--- config.mk ---
export PLATFORM = sky130hd
export DESIGN_NAME = rst_req_sched_flat
export DESIGN_NICKNAME = d
export VERILOG_FILES = /design/src/rtl/rst_req_sched_pkg.sv /design/src/rtl/rst_req_sched_if.sv /design/src/rtl/rst_req_sched_prio.sv /design/src/rtl/rst_req_sched.sv /design/src/flat_wrapper.sv
export SDC_FILE = /design/constraint.sdc
export NUM_CORES = 1
export LEC_CHECK = 0
export CORE_MARGIN = 2
export CORE_UTILIZATION = 42
export CTS_CLUSTER_DIAMETER = 40
export DETAILED_ROUTE_END_ITERATION = 6
export PLACE_DENSITY = 0.72
export SLEW_MARGIN = 20
export SYNTH_ARGS = -nofsm -noshare
export SYNTH_HDL_FRONTEND = slang
export SYNTH_SLANG_ARGS = --single-unit
--- constraint.sdc ---
create_clock -name sys_clock_i -period 4.9 [get_ports sys_clock_i]
set_clock_uncertainty 0.05 [all_clocks]
set_input_delay 0.98 -clock sys_clock_i [delete_from_list [all_inputs] [get_ports sys_clock_i]]
set_output_delay 0.98 -clock sys_clock_i [all_outputs]
set_load 0.02 [all_outputs]
--- src/rtl/rst_req_sched_pkg.sv ---
// Shared definitions for the soft-reset request scheduler: state encodings,
// default timing and the requester index map.
package rst_req_sched_pkg;

    localparam logic [1:0] RST_SCHED_IDLE       = 2'd0;
    localparam logic [1:0] RST_SCHED_PULSE      = 2'd1;
    localparam logic [1:0] RST_SCHED_WAIT_FINAL = 2'd2;
    localparam logic [1:0] RST_SCHED_COOLDOWN   = 2'd3;

    localparam int RST_SCHED_NUM_REQ         = 4;
    localparam int RST_SCHED_CNT_BITS        = 8;
    localparam int RST_SCHED_PULSE_CYCLES    = 8;
    localparam int RST_SCHED_WAIT_LIMIT      = 255;
    localparam int RST_SCHED_COOLDOWN_CYCLES = 16;

    // Requester slots; a lower index wins arbitration.
    localparam int RST_REQ_WATCHDOG = 0;
    localparam int RST_REQ_DEBUG    = 1;
    localparam int RST_REQ_WB_SOFT  = 2;
    localparam int RST_REQ_EXTERNAL = 3;

    function automatic bit fits_cnt(input int value, input int bits);
        return (value >= 0) && (longint'(value) < (longint'(1) << bits));
    endfunction

endpackage

--- src/rtl/rst_req_sched_if.sv ---
// Request/grant and reset-controller hookup of the scheduler; the scheduler
// is the slave side.
interface rst_req_sched_if
    import rst_req_sched_pkg::*;
#(
    parameter int NUM_REQ = RST_SCHED_NUM_REQ
);
    logic [NUM_REQ-1:0] req_i;
    logic [NUM_REQ-1:0] mask_i;
    logic [NUM_REQ-1:0] ack_o;
    logic [NUM_REQ-1:0] cause_o;
    logic               rst_ctrl_reset_o;
    logic               rst_final_i;
    logic               cause_valid_o;
    logic               busy_o;
    logic               timeout_o;

    modport slave (
        input  req_i, mask_i, rst_final_i,
        output ack_o, cause_o, rst_ctrl_reset_o, cause_valid_o, busy_o, timeout_o
    );

    modport master (
        output req_i, mask_i, rst_final_i,
        input  ack_o, cause_o, rst_ctrl_reset_o, cause_valid_o, busy_o, timeout_o
    );
endinterface

--- src/rtl/rst_req_sched_prio.sv ---
// Combinational fixed-priority picker: one-hot of the lowest set request bit.
module rst_req_prio #(
    parameter int NUM_REQ = 4
) (
    input  logic [NUM_REQ-1:0] req,
    output logic [NUM_REQ-1:0] grant
);
    logic seen;

    always_comb begin
        grant = '0;
        seen  = 1'b0;
        for (int i = 0; i < NUM_REQ; i++) begin
            grant[i] = req[i] & ~seen;
            seen     = seen | req[i];
        end
    end
endmodule

--- src/rtl/rst_req_sched.sv ---
// Soft-reset request scheduler: arbitrates reset requests, drives a fixed
// reset pulse, waits for the core to leave reset, then cools down.
module rst_req_sched
    import rst_req_sched_pkg::*;
#(
    parameter int NUM_REQ         = RST_SCHED_NUM_REQ,
    parameter int CNT_BITS        = RST_SCHED_CNT_BITS,
    parameter int PULSE_CYCLES    = RST_SCHED_PULSE_CYCLES,
    parameter int WAIT_LIMIT      = RST_SCHED_WAIT_LIMIT,
    parameter int COOLDOWN_CYCLES = RST_SCHED_COOLDOWN_CYCLES
) (
    input  logic            sys_clock_i,
    input  logic            sys_reset_i,
    rst_req_sched_if.slave  bus
);
    if (PULSE_CYCLES < 1 || !fits_cnt(PULSE_CYCLES, CNT_BITS)) begin : g_bad_pulse
        $error("rst_req_sched: PULSE_CYCLES does not fit the phase counter");
    end
    if (WAIT_LIMIT < 1 || !fits_cnt(WAIT_LIMIT, CNT_BITS)) begin : g_bad_wait
        $error("rst_req_sched: WAIT_LIMIT does not fit the phase counter");
    end
    if (!fits_cnt(COOLDOWN_CYCLES, CNT_BITS)) begin : g_bad_cool
        $error("rst_req_sched: COOLDOWN_CYCLES does not fit the phase counter");
    end

    localparam logic [CNT_BITS-1:0] PULSE_LAST = CNT_BITS'(PULSE_CYCLES - 1);
    localparam logic [CNT_BITS-1:0] WAIT_LAST  = CNT_BITS'(WAIT_LIMIT - 1);
    localparam logic [CNT_BITS-1:0] COOL_LAST  =
        CNT_BITS'((COOLDOWN_CYCLES > 0) ? COOLDOWN_CYCLES - 1 : 0);
    // A zero-length cooldown skips the COOLDOWN state entirely.
    localparam logic [1:0] AFTER_WAIT =
        (COOLDOWN_CYCLES == 0) ? RST_SCHED_IDLE : RST_SCHED_COOLDOWN;

    logic [1:0]          state_reg, state_next;
    logic [CNT_BITS-1:0] cnt_reg, cnt_next;
    logic [NUM_REQ-1:0]  ack_reg, ack_next;
    logic [NUM_REQ-1:0]  cause_reg, cause_next;
    logic                cause_valid_reg, cause_valid_next;
    logic                rst_ctrl_reg, rst_ctrl_next;
    logic                busy_reg, busy_next;
    logic                timeout_reg, timeout_next;
    logic [NUM_REQ-1:0]  eligible;
    logic [NUM_REQ-1:0]  grant;

    assign eligible = bus.req_i & ~bus.mask_i;

    rst_req_prio #(.NUM_REQ(NUM_REQ)) u_prio (
        .req   (eligible),
        .grant (grant)
    );

    always_comb begin
        state_next       = state_reg;
        cnt_next         = cnt_reg;
        ack_next         = '0;
        cause_next       = cause_reg;
        cause_valid_next = cause_valid_reg;
        rst_ctrl_next    = rst_ctrl_reg;
        timeout_next     = timeout_reg;
        case (state_reg)
            RST_SCHED_IDLE: begin
                if (|grant) begin
                    state_next       = RST_SCHED_PULSE;
                    cnt_next         = '0;
                    ack_next         = grant;
                    cause_next       = grant;
                    cause_valid_next = 1'b1;
                    rst_ctrl_next    = 1'b1;
                end
            end
            RST_SCHED_PULSE: begin
                if (cnt_reg == PULSE_LAST) begin
                    state_next    = RST_SCHED_WAIT_FINAL;
                    cnt_next      = '0;
                    rst_ctrl_next = 1'b0;
                end else begin
                    cnt_next = cnt_reg + 1'b1;
                end
            end
            RST_SCHED_WAIT_FINAL: begin
                // Release is checked first so it wins over a same-cycle timeout.
                if (!bus.rst_final_i) begin
                    state_next = AFTER_WAIT;
                    cnt_next   = '0;
                end else if (cnt_reg == WAIT_LAST) begin
                    state_next   = AFTER_WAIT;
                    cnt_next     = '0;
                    timeout_next = 1'b1;
                end else begin
                    cnt_next = cnt_reg + 1'b1;
                end
            end
            default: begin
                if (cnt_reg == COOL_LAST) begin
                    state_next = RST_SCHED_IDLE;
                    cnt_next   = '0;
                end else begin
                    cnt_next = cnt_reg + 1'b1;
                end
            end
        endcase
        busy_next = (state_next != RST_SCHED_IDLE);
    end

    always_ff @(posedge sys_clock_i or posedge sys_reset_i) begin
        if (sys_reset_i) begin
            state_reg       <= RST_SCHED_PULSE;
            cnt_reg         <= '0;
            ack_reg         <= '0;
            cause_reg       <= '0;
            cause_valid_reg <= 1'b0;
            rst_ctrl_reg    <= 1'b1;
            busy_reg        <= 1'b1;
            timeout_reg     <= 1'b0;
        end else begin
            state_reg       <= state_next;
            cnt_reg         <= cnt_next;
            ack_reg         <= ack_next;
            cause_reg       <= cause_next;
            cause_valid_reg <= cause_valid_next;
            rst_ctrl_reg    <= rst_ctrl_next;
            busy_reg        <= busy_next;
            timeout_reg     <= timeout_next;
        end
    end

    assign bus.ack_o            = ack_reg;
    assign bus.cause_o          = cause_reg;
    assign bus.cause_valid_o    = cause_valid_reg;
    assign bus.rst_ctrl_reset_o = rst_ctrl_reg;
    assign bus.busy_o           = busy_reg;
    assign bus.timeout_o        = timeout_reg;
endmodule

--- src/flat_wrapper.sv ---
// flat-port wrapper written by rule: the top's interface ports become plain ports
module rst_req_sched_flat import rst_req_sched_pkg::*;
#(
    parameter int NUM_REQ         = RST_SCHED_NUM_REQ,
    parameter int CNT_BITS        = RST_SCHED_CNT_BITS,
    parameter int PULSE_CYCLES    = RST_SCHED_PULSE_CYCLES,
    parameter int WAIT_LIMIT      = RST_SCHED_WAIT_LIMIT,
    parameter int COOLDOWN_CYCLES = RST_SCHED_COOLDOWN_CYCLES
)
  (sys_clock_i, sys_reset_i, bus_req_i, bus_mask_i, bus_rst_final_i, bus_ack_o, bus_cause_o, bus_rst_ctrl_reset_o, bus_cause_valid_o, bus_busy_o, bus_timeout_o);
  rst_req_sched_if #(.NUM_REQ(NUM_REQ)) bus_i ();
  input  logic sys_clock_i;
  input  logic sys_reset_i;
  input wire logic [$bits(bus_i.req_i)-1:0] bus_req_i;
  input wire logic [$bits(bus_i.mask_i)-1:0] bus_mask_i;
  input wire logic [$bits(bus_i.rst_final_i)-1:0] bus_rst_final_i;
  output wire logic [$bits(bus_i.ack_o)-1:0] bus_ack_o;
  output wire logic [$bits(bus_i.cause_o)-1:0] bus_cause_o;
  output wire logic [$bits(bus_i.rst_ctrl_reset_o)-1:0] bus_rst_ctrl_reset_o;
  output wire logic [$bits(bus_i.cause_valid_o)-1:0] bus_cause_valid_o;
  output wire logic [$bits(bus_i.busy_o)-1:0] bus_busy_o;
  output wire logic [$bits(bus_i.timeout_o)-1:0] bus_timeout_o;
  assign bus_i.req_i = bus_req_i;
  assign bus_i.mask_i = bus_mask_i;
  assign bus_i.rst_final_i = bus_rst_final_i;
  assign bus_ack_o = bus_i.ack_o;
  assign bus_cause_o = bus_i.cause_o;
  assign bus_rst_ctrl_reset_o = bus_i.rst_ctrl_reset_o;
  assign bus_cause_valid_o = bus_i.cause_valid_o;
  assign bus_busy_o = bus_i.busy_o;
  assign bus_timeout_o = bus_i.timeout_o;
  rst_req_sched #(.NUM_REQ(NUM_REQ), .CNT_BITS(CNT_BITS), .PULSE_CYCLES(PULSE_CYCLES), .WAIT_LIMIT(WAIT_LIMIT), .COOLDOWN_CYCLES(COOLDOWN_CYCLES)) u_core (.sys_clock_i(sys_clock_i), .sys_reset_i(sys_reset_i), .bus(bus_i));
endmodule
### Word-level counts from Yosys, hierarchy flattened

Cells that the tools add are included.

* reduce and logical (&&, ||, !) cells: 7
* bitwise operators: 10
* $add $sub $neg: 1
* eq/ne operators: 7
* muxes and demuxes: 17

Operators with widths (number)
* 8-bit two-way mux: 5
* 8-bit one-hot mux with 3 select lines: 1
* 2-bit two-way mux: 5
* 8-bit by 1-bit adder with 8-bit output, second input constant: 1
* 8-bit by 3-bit == test with 1-bit output, second input constant: 1
* 8-bit by 4-bit == test with 1-bit output, second input constant: 1
* 8-bit == test, second input constant: 1
* 4-bit two-way mux: 2
* 2-bit one-hot mux with 3 select lines: 1
* 3-bit AND reduction: 2
* 4-bit AND: 1
* 2-bit by 1-bit != test with 1-bit output, second input constant: 2
* 4-bit NOT: 1
* 2-bit nonzero test: 2
* 4-bit OR reduction: 1
* 1-bit AND: 3
* 1-bit NOT: 3
* 2-bit by 1-bit == test with 1-bit output, second input constant: 1
* 2-bit == test, second input constant: 1
* 2-bit logical NOT: 1
* 1-bit two-way mux: 2
* 1-bit OR: 2
* 1-bit one-hot mux with 2 select lines: 1
* 2-bit AND reduction: 1

* output and inout bits: 12
* register bits after elaboration: 22

### Longest topological paths before layout

* word-level depth: 10
* gate-level depth with buffers: 6

### Cells and area by module

Synthesis repeated with hierarchy kept, for this count alone.

* cell total of the unflattened synthesis: 104
* area, all modules: 1093.5 um2

By module, submodules not included
* rst_req_sched: area each 1057.3 um2, cells each 100, times used 1, seq. area each 554.3 um2
* rst_req_prio: area each 36.3 um2, cells each 4, times used 1, seq. area each 0.0 um2

### Worst setup path after synthesis

Ideal clock, no wire load.

* path type: input-to-reg
* from: input bus_rst_final_i
* to: register u_core.cnt_reg[4]
* data required time: 4754 ps
* arrival time: 1831 ps
* stages: 5
* setup slack: 2923 ps
* cells stage by stage: nand3b_1 > a41o_1 > a21oi_2 > inv_1 > o31ai_1

* word-level cells in the longest chain between the ends: 2

Ends and longest elaborated chain
* start, declared: line flat_wrapper.sv:16 `input wire logic [$bits(bus_i.rst_final_i)-1:0] bus_rst_final_i;`
* 8-bit two-way mux: line rst_req_sched.sv:82 `if (!bus.rst_final_i) begin`
* 8-bit one-hot mux with 3 select lines: line rst_req_sched.sv:60 `case (state_reg)`
* end signal, assigned: line rst_req_sched.sv:117 `cnt_reg <= cnt_next;`
* end, declared: line rst_req_sched.sv:35 `logic [CNT_BITS-1:0] cnt_reg, cnt_next;`

Every way passes these cells.
A chain may end at the register's enable or synchronous reset.

### Worst setup path after layout

* from: register u_core.rst_ctrl_reg, in the netlist u_core.bus.rst_ctrl_reset_o
* to: output bus_rst_ctrl_reset_o

RTL lines
* start, declared: line rst_req_sched.sv:39 `logic rst_ctrl_reg, rst_ctrl_next;`
* start signal, assigned: line rst_req_sched.sv:121 `rst_ctrl_reg <= rst_ctrl_next;`
* end, declared: line flat_wrapper.sv:19 `output wire logic [$bits(bus_i.rst_ctrl_reset_o)-1:0] bus_rst_ctrl_reset_o;`

No word-level cell between the ends.

==> flow_summary_export.csv <==
group,metric,value,unit
sta,hold_viol,0,
final_layout,fin_area,1340,um^2
worst_setup_path,cp.required,3.87,ns
pwr,power.leakage,0.605,nW
cts,post_cts_buffers,0,
worst_setup_path,slowest_stage,"clkdlybuf4s50_1",
final_layout,diodes,0,
placement,place_congestion,0.753,
die,initial_core_util,0.432,
worst_setup_path,worst-path-buf-inv,1,
worst_setup_path,crit_end,"bus_rst_ctrl_reset_o",
final_layout,ff_latch_area,554,um^2
global_routing,antenna_found_initial,0,
cts,cts-resized-gates,0,
logic_synthesis,synth_nets,112,
final_layout,syn_to_final_growth,28.2,%
min_path,holdCritPathClass,"flip-flop to flip-flop",
final_layout,utilization,0.554,
die,core_area,2410,um^2
die,dieWidth,53.8,um
placement,post-dp-hpwl,1570,um
drt,drt_iter0_drc,12,
worst_setup_path,crit_type,"flip-flop to primary output",
logic_synthesis,synth_top_area_frac,0.457,
drt,firstDrtPassIters,6,
logic_synthesis,yosys.area.top_type,"dfrtp_1",
placement,dp_cells,151,
cts,clk_path_buf_depth,2,
logic_synthesis,synth_area,1040,um^2
die,rows,18,
worst_setup_path,arrival,1.44,ns
global_routing,grt_pass1_wl,3370,um
worst_setup_path,end_kind,"primary output",
logic_synthesis,ys_top_cells_by_area,"dfrtp_1, dfstp_2, a21o_1",
pwr,ir_worst_vdd,0.000202,V
worst_setup_path,worst-r2r-setup-slack,2.88,ns
placement,place_ws,2.26,ns
worst_setup_path,rr_endpoint,"u_core.cnt_reg[7]",
final_layout,drive_above_1_share,0.0960,
die,die-area,2890,um^2
worst_setup_path,path_max_fanout,2,
global_routing,grt_usage,0.165,
final_layout,multi_input_area,464,um^2
sta,max_freq,0.406,GHz
cts,cts_sinks,22,
die,fp.dieH,53.8,um
worst_setup_path,worstReg2RegStart,"u_core.cnt_reg[4]",
placement,place_area,1300,um^2
cts,clock_latency,0.31,ns
logic_synthesis,synth-seq-area-share,0.532,
final_layout,nets,139,
drt,wl_per_cell,13.0,um
cts,cts_tree,"yes",
run_status,outcome,"finished clean",
sta,fin_setup_tns,0,ns
cts,cts_buffers,3,
drt,drc,0,
drt,vias_per_cell,5.32,
worst_setup_path,startpoint,"u_core.bus.rst_ctrl_reset_o",
cts,cts-root-buf,"clkbuf_4",
sta,whs,0.432,ns
die,ios,23,
final_layout,largest_register_ffs,8,
logic_synthesis,synth_seq_cells,22,
cts,cts_hold_buf,0,
drt,vias,825,
cts,htreeDepth,1,
worst_setup_path,path_depth,1,
run,max_cap_viol_count,0,
final_layout,layout.cells.non_filler,155,
global_routing,grt_pass1_vias,758,
logic_synthesis,avgSynthCellArea,10.5,um^2
worst_setup_path,cpPeakStageDelay,0.59,ns
pwr,total_power,0.298,mW
drt,final_antenna_net_count,0,
sta,maxSlewHeadroom,0.451,
placement,io_buffers,22,
final_layout,nFillCells,214,
logic_synthesis,yosysWarnings,0,
sta,finalCritPeriodShare,0.503,
global_routing,grt_overflow,0,
worst_setup_path,path_delay_family,"buffers and inverters",
pwr,power_density,223,nW/um^2
worst_setup_path,reg2reg_depth,5,
sta,setup-violations-final,0,
cts,clkSlewWorstSetupHoldPaths,0.11,ns
logic_synthesis,yosysUniqueCellTypes,31,
worst_setup_path,crit_path_start_kind,"flip-flop",
sta,fin_ws,2.43,ns
sta,tightestPinTransition,0.822,ns
sta,drv_slew,0,
drt,wl,2010,um
sta,finalCriticalPeriod,2.47,ns
worst_setup_path,cp_cell_sequence,"clkdlybuf4s50_1",
global_routing,grt_max_degree,23,
logic_synthesis,postSynthCellCount,99,
sta,grt_setup_unrepaired,"no",
-- cells by family after synthesis --
kind of cell	synth area share
AO/OA/AOI/OAI	0.190
adder cells (fa/ha/maj)	0.0240
buffers and inverters	0.0216
flip-flops	0.532
multiplexers	0.00962
AND/OR/NAND/NOR	0.222
-- cell usage in the layout (no fill, tap or decap) --
cell type        netlist  layout
nand3b_1               2       2
or4_4                  1       1
inv_1                  6       6
a21oi_1                4       4
clkdlybuf4s50_1        0      22
nand4_1                2       2
a21oi_2                1       1
or2_2                  1       1
or3_1                  1       1
nor3_1                 1       1
a21boi_0               1       1
nor2_1                 8       8
o21bai_1               1       1
o31ai_1                1       1
clkbuf_4               0       3
a22o_1                 3       3
o41ai_1                1       1
a21o_1                 6       6
and2_1                 1       1
a41o_1                 1       1
nand3_1                6       6
o31ai_4                1       1
mux2i_1                1       1
nand2b_1               5       5
nor4_4                 1       1
nand2_1                9       9
o21ai_0                7       7
dfrtp_1               19      19
nor3b_1                1       1
and4_1                 1       1
clkbuf_8               0       1
ha_1                   2       2
and3_1                 1       1
dfstp_2                3       3
-- synth_stat cells, drive strengths merged --
master and number:
and2 1, nor4 1, nor3b 1, and3 1, nor2 8, a21boi 1
nand2b 5, mux2i 1, dfrtp 19, a22o 3, dfstp 3, or3 1
o31ai 2, o21bai 1, nand2 9, or2 1, o41ai 1, nand4 2
a21oi 5, nand3 6, and4 1, o21ai 7, inv 6, ha 2
nand3b 2, or4 1, a41o 1, a21o 6, nor3 1
-- worst register-to-register path, cell delays in order (launching register included) --
cell and delay [ns]:
dfrtp_1 0.44, or4_4 0.60, nor4_4 0.34, a21oi_2 0.14, a21o_1 0.18, a22o_1 0.17
-- worst min-delay path by stage --
stage / slack [ns] / startpoint / cells after the start / endpoint
finish: 0.43 / u_core.bus.timeout_o / 1 / u_core.bus.timeout_o
global route: 0.48 / u_core.bus.cause_o[0] / 1 / u_core.bus.cause_o[0]
CTS: 0.44 / u_core.bus.timeout_o / 1 / u_core.bus.timeout_o
detailed placement: 0.41 / u_core.bus.timeout_o / 1 / u_core.bus.timeout_o
global placement: 0.40 / u_core.bus.cause_valid_o / 1 / u_core.bus.cause_valid_o
floorplan: 0.43 / u_core.cnt_reg[4] / 1 / u_core.cnt_reg[4]
-- per-layer routing --
metal | share of wire | GRT usage | up-vias | wire, um
met4 | 0.015 | 0.0641 | 0 | 31
met2 | 0.49 | 0.278 | 18 | 993
li1 | - | - | 406 | -
met1 | 0.44 | 0.198 | 396 | 887
met5 | 0 | 0 | - | 0
met3 | 0.049 | 0.0444 | 5 | 98
-- power breakdown --
part | internal [mW] | switching [mW]
clock network | 0.0454 | 0.0543
registers | 0.182 | 0.000231
logic | 0.00930 | 0.00707
total | 0.237 | 0.0616
-- layout make-up --
type / instances / area share
Timing Repair Buffer: 22 / 0.165
Sequential cell: 22 / 0.415
Tap cell: 30 / 0.0281
Inverter: 6 / 0.0169
Clock buffer: 4 / 0.0272
Multi-Input combinational cell: 71 / 0.348
Note: power is estimated with default switching activity, not from simulation.
